<file path="config.mk">
export PLATFORM = sky130hd
export DESIGN_NAME = sram_word_controller
export DESIGN_NICKNAME = d
export VERILOG_FILES = /design/src/rtl/sram_word_controller.sv
export SDC_FILE = /design/constraint.sdc
export NUM_CORES = 1
export LEC_CHECK = 0
export ABC_AREA = 1
export CORE_MARGIN = 10
export CORE_UTILIZATION = 28
export CTS_BUF_LIST = sky130_fd_sc_hd__clkbuf_8
export DETAILED_ROUTE_END_ITERATION = 8
export SYNTH_ARGS = -nofsm -noshare
export SYNTH_HDL_FRONTEND = slang
export SYNTH_SLANG_ARGS = --single-unit
</file>
<file path="constraint.sdc">
create_clock -name clk -period 3.1 [get_ports clk]
set_input_delay 0.465 -clock clk [delete_from_list [all_inputs] [get_ports clk]]
set_output_delay 0.465 -clock clk [all_outputs]
set_load 0.01 [all_outputs]
</file>
<file path="src/rtl/sram_word_controller.sv">
// Sequences a 32-bit load/store onto a 16-bit asynchronous SRAM as two
// half-word phases (low, then high), each held for WAIT_CYCLES clocks.
module sram_word_controller #(
  parameter int          WAIT_CYCLES = 3,
  parameter logic [31:0] BASE_ADDR   = 32'd1024
) (
  input  logic        clk,
  input  logic        rst,
  input  logic        wr_en,
  input  logic        rd_en,
  input  logic [31:0] address,
  input  logic [31:0] write_data,
  output logic [31:0] read_data,
  output logic        ready,
  output logic [17:0] sram_addr,
  output logic [15:0] sram_dq_out,
  input  logic [15:0] sram_dq_in,
  output logic        sram_dq_oe,
  output logic        sram_we_n
);

  typedef enum logic [1:0] {IDLE, ACC_LO, ACC_HI, DONE} state_t;

  state_t      state, state_nxt;
  logic [3:0]  cnt;
  logic [16:0] word;
  logic [31:0] wdata;
  logic        op_wr;
  logic        start;
  logic        phase_end;
  logic        hi;
  logic [16:0] word_nxt;

  // Out-of-range addresses wrap into the 17-bit word space; no error is raised.
  assign word_nxt  = 17'((address - BASE_ADDR) >> 2);
  assign start     = rd_en | wr_en;
  assign phase_end = (cnt == 4'(WAIT_CYCLES - 1));
  assign hi        = (state == ACC_HI);
  assign ready     = ((state == IDLE) && !start) || (state == DONE);

  always_ff @(posedge clk or posedge rst) begin
    if (rst) state <= IDLE;
    else     state <= state_nxt;
  end

  always_comb begin
    state_nxt = state;
    case (state)
      IDLE:    if (start) state_nxt = ACC_LO;
      ACC_LO:  if (phase_end) state_nxt = ACC_HI;
      ACC_HI:  if (phase_end) state_nxt = DONE;
      DONE:    state_nxt = IDLE;
      default: state_nxt = IDLE;
    endcase
  end

  // Request is latched once; later changes on the inputs are ignored until IDLE.
  always_ff @(posedge clk or posedge rst) begin
    if (rst) begin
      cnt       <= '0;
      word      <= '0;
      wdata     <= '0;
      op_wr     <= 1'b0;
      read_data <= '0;
    end else begin
      case (state)
        IDLE: if (start) begin
          word  <= word_nxt;
          wdata <= write_data;
          op_wr <= wr_en;
          cnt   <= '0;
        end
        ACC_LO, ACC_HI: begin
          cnt <= phase_end ? 4'd0 : cnt + 4'd1;
          if (phase_end && !op_wr) begin
            if (hi) read_data[31:16] <= sram_dq_in;
            else    read_data[15:0]  <= sram_dq_in;
          end
        end
        default: ;
      endcase
    end
  end

  // Bus pins decode only registered state, so they move on clock edges only.
  always_comb begin
    sram_addr   = '0;
    sram_dq_out = '0;
    sram_dq_oe  = 1'b0;
    sram_we_n   = 1'b1;
    if (state == ACC_LO || state == ACC_HI) begin
      sram_addr = {word, hi};
      if (op_wr) begin
        sram_we_n   = 1'b0;
        sram_dq_oe  = 1'b1;
        sram_dq_out = hi ? wdata[31:16] : wdata[15:0];
      end
    end
  end

endmodule

</file>
==> flow_summary.json <==
{
  "crit_chain": "inv_1 > ha_2 > buf_4 > nor2_1 > nor3_1 > clkdlybuf4s50_1",
  "die_h_um": 144,
  "grt_pass1_wl_um": 19600,
  "fin_crit_ns": 2.82,
  "rows": 45,
  "slowest_delay_ns": 0.61,
  "vdd_drop_max_v": 0.000395,
  "dieArea_sq_um": 20600,
  "status": "complete, no violations",
  "ff2ff_setup_slack_ns": 0.91,
  "numPortBuffers": 137,
  "worstReg2RegStart": "state[0]",
  "dr.pass1.iters": 4,
  "postLayoutCellArea_sq_um": 5970,
  "grt_max_degree": 56,
  "skew_ns": 0.00742,
  "yosysSeqAreaShare": 0.514,
  "worst_pin_slew_ns": 0.821,
  "cts_tree": "yes",
  "p_seq_frac": 0.336,
  "p_switching_mw": 2.42,
  "critPathCaptureType": "primary output",
  "p_per_area_nw_per_um2": 1020,
  "rr_endpoint": "read_data[19]",
  "cp.buffers_inverters": 3,
  "regArea_sq_um": 2200,
  "multi_input_area_sq_um": 1680,
  "ys_types": 26,
  "fin_ws_ns": 0.285,
  "clkPwrFrac": 0.142,
  "remaining_drc_errors": 0,
  "vias_per_cell": 4.31,
  "clockBufferDepth": 2,
  "clock-sinks": 88,
  "drive_above_1_share": 0.116,
  "synthCells": 512,
  "dpl_cell_area_sq_um": 5760,
  "cp_max_fo": 12,
  "cp.arrival_ns": 2.35,
  "leakage_nw": 3.00,
  "gr-total-overflow": 0,
  "hold_viol": 0,
  "htreeDepth": 3,
  "place_ws_ns": 0.513,
  "switching_share": 0.399,
  "rr_worst_depth": 8,
  "syn-num-nets": 604,
  "setup_viol": 0,
  "crit_slowest_cell": "clkdlybuf4s50_1",
  "utilization": 0.396,
  "clock_latency_ns": 0.36,
  "rsz0062_at_grt": "false",
  "synth_area_sq_um": 4280,
  "ctsResizeCount": 0,
  "clk_pin_slew_ns": 0.08,
  "root_buffer": "clkbuf_8",
  "yosys_warnings": 0,
  "drv_slew": 0,
  "postCtsSetupRepairBufs": 0,
  "cts_buffers": 9,
  "grt_pass1_vias": 3764,
  "antenna_found_initial": 0,
  "grt_usage": 0.119,
  "initial_utilization": 0.284,
  "fin_setup_tns_ns": 0,
  "fillers": 1506,
  "gp_congestion": 0.833,
  "routed_wl_um": 12000,
  "fmax_ghz": 0.355,
  "vias": 3595,
  "p_int_mw": 3.64,
  "startpoint_type": "flip-flop",
  "wl_per_cell_um": 14.4,
  "drtIter0Drc": 166,
  "design.portCount": 153,
  "synthToLayoutAreaGrowth_pct": 39.5,
  "avgSynthCellArea_sq_um": 8.36,
  "diodes": 0,
  "hp-class": "input pin to asynchronous set/reset pin",
  "cpLargestDelayFamily": "buffers and inverters",
  "dpl.hpwl_um": 8900,
  "ys_ff_latch": 88,
  "die_w_um": 144,
  "pwr-share-comb": 0.522,
  "nets": 734,
  "cap_violations": 0,
  "fin_crit_sh": 0.908,
  "ctsHoldBuffers": 0,
  "coreArea_sq_um": 15100,
  "crit_type": "flip-flop to primary output",
  "crit_required_ns": 2.63,
  "relSlewSlack": 0.452,
  "ant_nets": 0
}
## state kept, by name (all words and copies together) (netlist names)
name / count
word: 17
op_wr: 1
state: 2
wdata: 32
read_data: 32
cnt: 4
## cells in the final DEF, fill, tap and decap left out, types with 8 or more instances in the layout
master	n
nand3_1	8
clkdlybuf4s50_1	137
inv_2	8
o21ai_2	32
nor2_1	45
nor3_1	8
o21ai_0	10
nor3_2	8
clkbuf_8	10
inv_1	54
nand2_1	204
dfrtp_1	88
## synth_stat cells, drive strengths merged
| library cell | instances | area share |
|---|---|---|
| nor3 | 16 | 0.028 |
| or2 | 2 | 0.0029 |
| o21bai | 1 | 0.0018 |
| ha | 8 | 0.023 |
| a31oi | 2 | 0.0029 |
| dfrtp | 88 | 0.51 |
| inv | 60 | 0.053 |
| o21ai | 45 | 0.081 |
| buf | 22 | 0.041 |
| nand3 | 11 | 0.020 |
| xor2 | 2 | 0.0041 |
| nand4 | 1 | 0.0015 |
| nand2 | 206 | 0.18 |
| nor2 | 46 | 0.042 |
| a21oi | 2 | 0.0023 |
## routing by layer
metal | GRT usage | part of all wire | vias up | routed length [um]
met2 | 0.197 | 0.50 | 80 | 5970
met4 | 0.0457 | 0.013 | 0 | 157
met5 | 0 | 0 | - | 0
met1 | 0.146 | 0.44 | 1691 | 5240
li1 | - | - | 1814 | -
met3 | 0.0290 | 0.056 | 10 | 671
## stage by stage
| stage | hold WS [ns] | instances | power, mW |
|---|---|---|---|
| 2_1_floorplan | 0.449 | 512 | 3.87 |
| 3_3_place_gp | 0.464 | 819 | 5.21 |
| 3_5_place_dp | 0.467 | 819 | 5.29 |
| 4_1_cts | 0.485 | 835 | 6.19 |
| 5_1_grt | 0.504 | 835 | 6.62 |
| 6_report | 0.479 | 835 | 6.07 |
## kinds of logic after synthesis
family	share of synthesized area
AND/OR/NAND/NOR	0.277
XOR/XNOR	0.00409
AO/OA/AOI/OAI	0.0877
adder cells (fa/ha/maj)	0.0234
flip-flops	0.514
buffers and inverters	0.0932
## power groups by stage
stage / sequential (mW) / clock, mW / combinational, mW
after floorplan: 2.09 / 0 / 1.79
after global placement: 2.03 / 0 / 3.18
after detailed placement: 2.06 / 0 / 3.23
after CTS: 2.04 / 0.901 / 3.24
after global routing: 2.11 / 0.957 / 3.55
final: 2.04 / 0.864 / 3.17
## worst max path at each step
stage	end	from	slack [ns]	cells after the start
6_report	sram_dq_out[0]	state[0]	0.28	6
5_1_grt	sram_dq_out[0]	state[0]	0.07	6
4_1_cts	sram_dq_out[0]	state[0]	0.09	6
3_5_place_dp	sram_dq_out[0]	state[0]	0.51	6
3_3_place_gp	sram_dq_out[0]	state[0]	0.56	6
2_1_floorplan	cnt[0]	rst	0.36	1
## cell type report
class / count / area share
Multi-Input combinational cell: 342 / 0.282
Clock buffer: 10 / 0.0230
Inverter: 60 / 0.0379
Sequential cell: 88 / 0.369
Clock inverter: 6 / 0.0128
Timing Repair Buffer: 141 / 0.237
Tap cell: 188 / 0.0394
Power figures use the tool's default switching activity.
